==> src/rtl/sp_ram_mbist.sv <==
// sp_ram_mbist: March C- self-test controller driving one single-port RAM op per cycle.
// Define SP_RAM_MBIST_CHECKERBOARD_EN to append a second pass with a 0101... background.
module sp_ram_mbist #(
  parameter int ADDR_WIDTH = 1,
  parameter int DATA_WIDTH = 1
) (
  input  logic                  CLK,
  input  logic                  RST,
  input  logic                  START,
  output logic                  BUSY,
  output logic                  DONE,
  output logic                  FAIL,
  output logic [ADDR_WIDTH-1:0] FAIL_ADDR,
  output logic [DATA_WIDTH-1:0] FAIL_DATA,
  output logic [ADDR_WIDTH-1:0] A,
  output logic [DATA_WIDTH-1:0] DI,
  output logic [DATA_WIDTH-1:0] BW,
  output logic                  CE,
  output logic                  RDWEN,
  input  logic [DATA_WIDTH-1:0] DO
);
  typedef enum logic [1:0] {IDLE, MARCH, DRAIN, FINISH} state_t;
`ifdef SP_RAM_MBIST_CHECKERBOARD_EN
  localparam logic TWO_PASS = 1'b1;
`else
  localparam logic TWO_PASS = 1'b0;
`endif
  localparam logic [DATA_WIDTH-1:0] CB_PAT = DATA_WIDTH'({(DATA_WIDTH + 1) / 2{2'b01}});
  state_t state_q, state_d;
  logic [2:0] elem_q, elem_d;
  logic phase_q, phase_d, pass_q, pass_d, cmp_q, cmp_d, fail_q, fail_d;
  logic [ADDR_WIDTH-1:0] addr_q, addr_d, caddr_q, caddr_d, fa_q, fa_d;
  logic [DATA_WIDTH-1:0] exp_q, exp_d, fd_q, fd_d, bg, exp_v, wdat;
  logic march, two_op, down, rd, last, step, mis;
  always_comb begin
    march  = state_q == MARCH;
    two_op = elem_q != 3'd0 && elem_q != 3'd5;
    down   = elem_q == 3'd3 || elem_q == 3'd4;
    rd     = elem_q == 3'd5 || (two_op && !phase_q);
    bg     = pass_q ? CB_PAT : '0;
    exp_v  = (elem_q == 3'd2 || elem_q == 3'd4) ? ~bg : bg;
    wdat   = (elem_q == 3'd1 || elem_q == 3'd3) ? ~bg : bg;
    last   = down ? addr_q == '0 : addr_q == '1;
    step   = !two_op || phase_q;
    mis    = cmp_q && DO != exp_q;
  end
  assign CE        = march;
  assign RDWEN     = march && !rd;
  assign A         = march ? addr_q : '0;
  assign DI        = RDWEN ? wdat : '0;
  assign BW        = '1;
  assign BUSY      = march || state_q == DRAIN;
  assign DONE      = state_q == FINISH;
  assign FAIL      = fail_q;
  assign FAIL_ADDR = fa_q;
  assign FAIL_DATA = fd_q;
  always_comb begin
    state_d = state_q;
    elem_d  = elem_q;
    phase_d = phase_q;
    addr_d  = addr_q;
    pass_d  = pass_q;
    fail_d  = fail_q;
    fa_d    = fa_q;
    fd_d    = fd_q;
    cmp_d   = march && rd && !mis;
    exp_d   = exp_v;
    caddr_d = addr_q;
    // The op issued in the compare cycle still goes out; FINISH stops further CE.
    if (mis) begin
      state_d = FINISH;
      fail_d  = 1'b1;
      fa_d    = caddr_q;
      fd_d    = DO;
    end else if ((state_q == IDLE || state_q == FINISH) && START) begin
      state_d = MARCH;
      elem_d  = '0;
      phase_d = 1'b0;
      addr_d  = '0;
      pass_d  = 1'b0;
      fail_d  = 1'b0;
      fa_d    = '0;
      fd_d    = '0;
    end else if (state_q == DRAIN) begin
      state_d = FINISH;
    end else if (march) begin
      phase_d = two_op && !phase_q;
      if (step) begin
        if (!last) addr_d = down ? addr_q - 1'b1 : addr_q + 1'b1;
        else if (elem_q != 3'd5) begin
          elem_d = elem_q + 3'd1;
          addr_d = (elem_q == 3'd2 || elem_q == 3'd3) ? '1 : '0;
        end else if (TWO_PASS && !pass_q) begin
          elem_d = '0;
          addr_d = '0;
          pass_d = 1'b1;
        end else state_d = DRAIN;
      end
    end
  end
  always_ff @(posedge CLK) begin
    if (RST) begin
      state_q <= IDLE;
      elem_q  <= '0;
      phase_q <= 1'b0;
      addr_q  <= '0;
      pass_q  <= 1'b0;
      cmp_q   <= 1'b0;
      exp_q   <= '0;
      caddr_q <= '0;
      fail_q  <= 1'b0;
      fa_q    <= '0;
      fd_q    <= '0;
    end else begin
      state_q <= state_d;
      elem_q  <= elem_d;
      phase_q <= phase_d;
      addr_q  <= addr_d;
      pass_q  <= pass_d;
      cmp_q   <= cmp_d;
      exp_q   <= exp_d;
      caddr_q <= caddr_d;
      fail_q  <= fail_d;
      fa_q    <= fa_d;
      fd_q    <= fd_d;
    end
  end
endmodule

==> config.mk <==
export PLATFORM = sky130hd
export DESIGN_NAME = sp_ram_mbist
export DESIGN_NICKNAME = d
export VERILOG_FILES = /design/src/rtl/sp_ram_mbist.sv
export SDC_FILE = /design/constraint.sdc
export NUM_CORES = 1
export LEC_CHECK = 0
export BUFFER_PORTS_ARGS = -buffer_cell sky130_fd_sc_hd__buf_4
export CAP_MARGIN = 20
export CORE_MARGIN = 1.5
export CORE_UTILIZATION = 58
export CTS_CLUSTER_DIAMETER = 50
export CTS_CLUSTER_SIZE = 10
export DETAILED_ROUTE_END_ITERATION = 8
export PLACE_DENSITY = 0.88
export SLEW_MARGIN = 20
export SYNTH_ARGS = -nofsm -noshare
export SYNTH_HDL_FRONTEND = slang
export SYNTH_SLANG_ARGS = --single-unit
==> constraint.sdc <==
create_clock -name CLK -period 4.5 [get_ports CLK]
set_clock_uncertainty 0.2 [all_clocks]
set_input_delay 0 -clock CLK [delete_from_list [all_inputs] [get_ports CLK]]
set_output_delay 0 -clock CLK [all_outputs]
set_load 0.03 [all_outputs]
=== After elaboration in Yosys (flattened, before gate mapping) ===
Cells that the tools add are included.

* Bits in registers: 13
* Input port bits: 4
* Logic and storage cells: 94

* Add/sub/neg operators: 3
* Equality and inequality tests: 13
* Muxes and demuxes: 33
* Bitwise operators: 2
* Reduce and logical (&&, ||, !) cells: 33

{| class="wikitable"
|+ Operator list
! kind !! count
|-
| $mux 1 || 20
|-
| $mux 3 || 6
|-
| $mux 2 || 7
|-
| $reduce_bool 4->1 || 3
|-
| $reduce_bool 2->1 || 5
|-
| $logic_or 1x1->1 || 8
|-
| $logic_and 1x1->1 || 7
|-
| $eq 3x2->1 const B || 2
|-
| $eq 3x3->1 const B || 2
|-
| $reduce_and 6->1 || 1
|-
| $reduce_and 5->1 || 1
|-
| $eq 2x2->1 const B || 2
|-
| $logic_not 1->1 || 4
|-
| $ne 4x2->1 const B || 1
|-
| $reduce_and 4->1 || 1
|-
| $add 3x1->3 const B || 1
|-
| $eq 3x1->1 const B || 1
|-
| $ne 3x1->1 const B || 1
|-
| $ne 3x3->1 const B || 1
|-
| $reduce_and 3->1 || 1
|-
| $reduce_bool 3->1 || 1
|-
| $eq 2x1->1 const B || 1
|-
| $logic_not 2->1 || 1
|-
| $ne 2x1->1 const B || 1
|-
| other kinds (4) || 5
|}

=== Longest topological paths before layout ===
* Depth after elaboration: 9
* Mapped depth: 7

=== Worst setup path after synthesis ===
No wires, ideal clock.

* Path type: register to register
* Start: reg state_q[1]
* End: reg addr_q
* Library setup time: 79 ps
* Data arrival time: 1673 ps
* Data required time: 4221 ps
* Setup slack: 2548 ps
* Stages on the path, launching flop included: 7
* Buffers on the path: 0
* Cell sequence: dfxtp_1 inv_1 ha_1 nor2b_1 o221ai_1 or4b_1 o211ai_1

{| class="wikitable"
|+ RTL lines
! item !! line !! RTL
|-
| start, declared || 29 || <nowiki>state_t state_q, state_d;</nowiki>
|-
| start signal, assigned || 115 || <nowiki>state_q <= state_d;</nowiki>
|-
| $eq 2x1->1 || 36 || <nowiki>march = state_q == MARCH;</nowiki>
|-
| via CE || 18 || <nowiki>output logic CE,</nowiki>
|-
| $reduce_bool 2->1 (no line) || -- ||
|-
| $reduce_and 5->1 (no line) || -- ||
|-
| end signal, assigned || 118 || <nowiki>addr_q <= addr_d;</nowiki>
|-
| end, declared || 32 || <nowiki>logic [ADDR_WIDTH-1:0] addr_q, addr_d, caddr_q, caddr_d, fa_q, fa_d;</nowiki>
|}

The timed path passes the listed nets, and every way through them passes these cells.
A chain may end at the register's enable or synchronous reset.

=== Final worst setup path ===
* Start: reg elem_q[0]
* End: out DI

* Longest elaborated chain between the ends: 7

{| class="wikitable"
|+ Ends and longest elaborated chain
! item !! line !! RTL
|-
| start, declared || 30 || <nowiki>logic [2:0] elem_q, elem_d;</nowiki>
|-
| start signal, assigned || 116 || <nowiki>elem_q <= elem_d;</nowiki>
|-
| $ne 3x3->1 / $reduce_bool 3->1 (equally long branches) || 37 || <nowiki>two_op = elem_q != 3'd0 && elem_q != 3'd5;</nowiki>
|-
| $logic_and 1x1->1 || 37 ||
|-
| $logic_and 1x1->1 || 39 || <nowiki>rd = elem_q == 3'd5 || (two_op && !phase_q);</nowiki>
|-
| $logic_or 1x1->1 || 39 ||
|-
| $logic_not 1->1 || 48 || <nowiki>assign RDWEN = march && !rd;</nowiki>
|-
| $logic_and 1x1->1 || 48 ||
|-
| $mux 1 (*) || 50 || <nowiki>assign DI = RDWEN ? wdat : '0;</nowiki>
|-
| end, declared || 16 || <nowiki>output logic [DATA_WIDTH-1:0] DI,</nowiki>
|}

Mark *: on every way between the ends. The rest lies on a longest branch, timed or not.

==> out/metrics.csv <==
stage;metric;value;unit
clock_network;clkLatencyLatePin;280;ps
clock_network;clock_tree.buffer_depth;2;
floorplanning;chipHeight;41.8;um
detailed_routing;detailedRoute.firstPassIterationCount;4;
place;placed_cell_area;958;um^2
place;hpwlAfterDp;1500;um
cells_and_area;area.growth.synth_to_final;15.2;%
worst_setup_path;crit_type;flip-flop to output pin;
min_path;timing.hold.worst.class;input port to flip-flop;
place;placement.io_buffers;12;
cells_and_area;layout.core_utilization;0.744;
place;place.gp.congestion;0.858;
clock_network;tritoncts;built;
cells_and_area;final-seq-area;260;um^2
worst_setup_path;flop_to_flop_setup_slack;2300;ps
worst_setup_path;maximum_net_fanout_on_the_critical_path;6;
run_status;outcome;completed;
sta;slew_viol_final;0;
global_routing;grt_start_max_net_pins;14;
yosys;seq_area_frac_synth;0.298;
sta;setup_ws;2240;ps
worst_setup_path;crit_chain;inv_1, ha_1, mux2_4, o21a_1, and2_1, nor2b_1, buf_4;
yosys;syn_nets;113;
global_routing;number_of_global_route_vias_before_repair;760;
worst_setup_path;critical_path_s_largest_stage_delay;460;ps
floorplanning;boundaryPins;14;
min_path;worst_hold_path.endpoint;FAIL;
place;dp_cells;123;
worst_setup_path;r2r_end;FAIL_DATA;
clock_network;clkSlewWorstSetupHoldPaths;90;ps
power;peakVddDrop;0.000191;V
detailed_routing;drt-wirelength-per-cell;15.4;um
worst_setup_path;critPathLaunchType;flip-flop;
detailed_routing;vias_per_cell;6.07;
yosys;netlist.area_leader.share;0.298;
cells_and_area;multi_input_comb_area;556;um^2
global_routing;groute.usage.overall;0.250;
sta;finalSetupViolCount;0;
yosys;syn-cell-area;872;um^2
global_routing;grt_pass1_wl;3300;um
yosys;yosys_register_bits;13;
yosys;synth_largest_area_cell;sky130_fd_sc_hd__dfxtp_1;
cells_and_area;final_layout_size_suffix_gt1_frac;0.158;
yosys;synth_edf_count;0;
cells_and_area;stdcell_area;1000;um^2
clock_network;clock_sinks;13;
detailed_routing;drtAntennaViolNets;0;
worst_setup_path;worstPathRequired;4300;ps
floorplanning;coreArea;1350;um^2
worst_setup_path;critical_path_arrival;2060;ps
sta;fmax;0.443;GHz
floorplanning;floorplan.die.width;41.8;um
floorplanning;standard_cell_row_count;13;
yosys;async_set_or_reset_flop_fraction_in_the_synthesized_netlist;0;
power;leakage;0.415;nW
worst_setup_path;crit_path_start;elem_q[0];
yosys;yosys-top-cells-area;sky130_fd_sc_hd__dfxtp_1 30%, sky130_fd_sc_hd__ha_1 14%, sky130_fd_sc_hd__inv_1 3.9%, sky130_fd_sc_hd__a21oi_1 3.4%, sky130_fd_sc_hd__nand2_1 3.4%;
sta;fin_crit_sh;0.502;
min_path;timing.hold.worst.start;DO;
sta;grt_setup_unrepaired;false;
global_routing;antenna_found_initial;0;
cells_and_area;num-nets-final;129;
yosys;ys_types;40;
yosys;synth_warnings;0;
power;powerDensity;231;nW/um^2
place;dp_slack;2440;ps
worst_setup_path;crit-reg2reg-launch;state_q[0];
detailed_routing;wirelength;1990;um
detailed_routing;detailedRoute.firstIterationViolations;9;
detailed_routing;drc;0;
worst_setup_path;worst_path_max_delay_cell;sky130_fd_sc_hd__dfxtp_1;
cells_and_area;antenna_cells_inserted;0;
min_path;hold_path_depth;4;
yosys;synth_area_per_cell;8.81;um^2
detailed_routing;vias;783;
floorplanning;dieArea;1750;um^2
sta;final_hold_viols;0;
sta;timing.final.crit_period;2260;ps
run;number_of_violations_of_the_max_capacitance_limit;0;
clock_network;cts-buffers-inserted;3;
yosys;syn-instance-count;99;
worst_setup_path;crit_path_end_kind;output pin;
worst_setup_path;r2r_cells;7;
sta;setup-tns-final;0;ps
clock_network;clock_tree.htree_level_count;1;
global_routing;grt_remaining_overflow;0;
yosys;synth_flop_cell;sky130_fd_sc_hd__dfxtp_1;
cells_and_area;post_layout_nonfiller_instances;129;
cells_and_area;layout.filler_cells;100;
floorplanning;start_util;0.646;
clock_network;cts.root.buffer_cell;sky130_fd_sc_hd__clkbuf_4;
synthesized netlist by cell type (2+ instances only):
cell	instances
sky130_fd_sc_hd__a21oi_1	6
sky130_fd_sc_hd__and2_1	4
sky130_fd_sc_hd__dfxtp_1	13
sky130_fd_sc_hd__ha_1	10
sky130_fd_sc_hd__inv_1	9
sky130_fd_sc_hd__mux2i_1	2
sky130_fd_sc_hd__nand2_1	8
sky130_fd_sc_hd__nand2b_1	2
sky130_fd_sc_hd__nand3_1	2
sky130_fd_sc_hd__nor2_1	7
sky130_fd_sc_hd__nor2b_1	3
sky130_fd_sc_hd__nor3_1	3
sky130_fd_sc_hd__o21a_1	2
sky130_fd_sc_hd__o32ai_1	2
per-stage QoR:
stage          hold slack, ps  power [mW]
2_1_floorplan            -106       0.149
3_3_place_gp             71.3       0.159
3_5_place_dp             76.3       0.160
4_1_cts                  15.6       0.232
5_1_grt                  51.4       0.241
6_report                 15.8       0.232
cells in the final DEF, fill, tap and decap left out, types with 2 or more instances in the layout:
cell and instances:
sky130_fd_sc_hd__mux2i_1 2, sky130_fd_sc_hd__dfxtp_1 13, sky130_fd_sc_hd__ha_1 10, sky130_fd_sc_hd__clkbuf_4 3, sky130_fd_sc_hd__a21oi_1 6, sky130_fd_sc_hd__o21a_1 2
sky130_fd_sc_hd__o32ai_1 2, sky130_fd_sc_hd__nor3_1 3, sky130_fd_sc_hd__nand2b_1 2, sky130_fd_sc_hd__nor2_1 7, sky130_fd_sc_hd__nand2_1 8, sky130_fd_sc_hd__nand3_1 2
sky130_fd_sc_hd__dlygate4sd3_1 2, sky130_fd_sc_hd__nor2b_1 3, sky130_fd_sc_hd__inv_1 9, sky130_fd_sc_hd__and2_1 4, sky130_fd_sc_hd__buf_4 12
where the power goes:
part | switching, mW | leakage [nW] | total (mW) | internal [mW]
Clock | 0.0386 | 0.0150 | 0.0729 | 0.0343
Sequential | 0.00228 | 0.105 | 0.119 | 0.117
Combinational | 0.0239 | 0.295 | 0.0399 | 0.0160
how the worst max path moves through the flow:
stage                      to  slack (ps)
floorplan              addr_q        2550
global placement       addr_q        2480
detailed placement     addr_q        2440
CTS                        DI        2250
global route        FAIL_DATA        2140
finish                     DI        2240
routing by layer:
metal,part of all wire,vias to the layer above,global-route usage
li1,-,376,-
met1,0.42,364,0.304
met2,0.48,35,0.400
met3,0.068,8,0.0609
met4,0.030,0,0.142
met5,0,-,0
cell families (layout without fill, tap and decap cells):
family                     after synthesis  in the layout  synth area share
DFF                                     13             13             0.298
AOI/OAI and AO/OA                       21             21             0.175
buffers and inverters                   12             27            0.0646
adders and majority gates               10             10             0.143
and+or+nand+nor                         36             36             0.228
other                                    1              1           0.00430
xor gates and xnor gates                 2              2            0.0201
muxes                                    4              4            0.0660
worst max-delay path: cells and delay by family (launching register included):
kind	cells	cell delay, ps
fa+ha+maj	1	230
simple gates	2	320
buf+inv	2	280
mux	1	300
compound gates	1	180
flops	1	460
timing repair:
| action | CTS | global route |
|---|---|---|
| hold buffers | 2 | 0 |
| resized for setup | 0 | 0 |
| hold endpoints to repair | 13 | 0 |
| setup buffers | 0 | 0 |
| setup endpoints to repair | 0 | 0 |
layout make-up:
cell class / count / area share
well taps: 15 / 0.0187
flip-flops and latches: 13 / 0.259
repair buffers: 14 / 0.110
inverters: 9 / 0.0336
clock buffers: 4 / 0.0262
multi-input cells: 74 / 0.553
state kept, by name, indices dropped and copies added (netlist names):
signal / count
addr_q: 1
state_q: 2
cmp_q: 1
FAIL_DATA: 1
caddr_q: 1
exp_q: 1
elem_q: 3
phase_q: 1
FAIL_ADDR: 1
FAIL: 1
(Power assumes the default switching activity.)
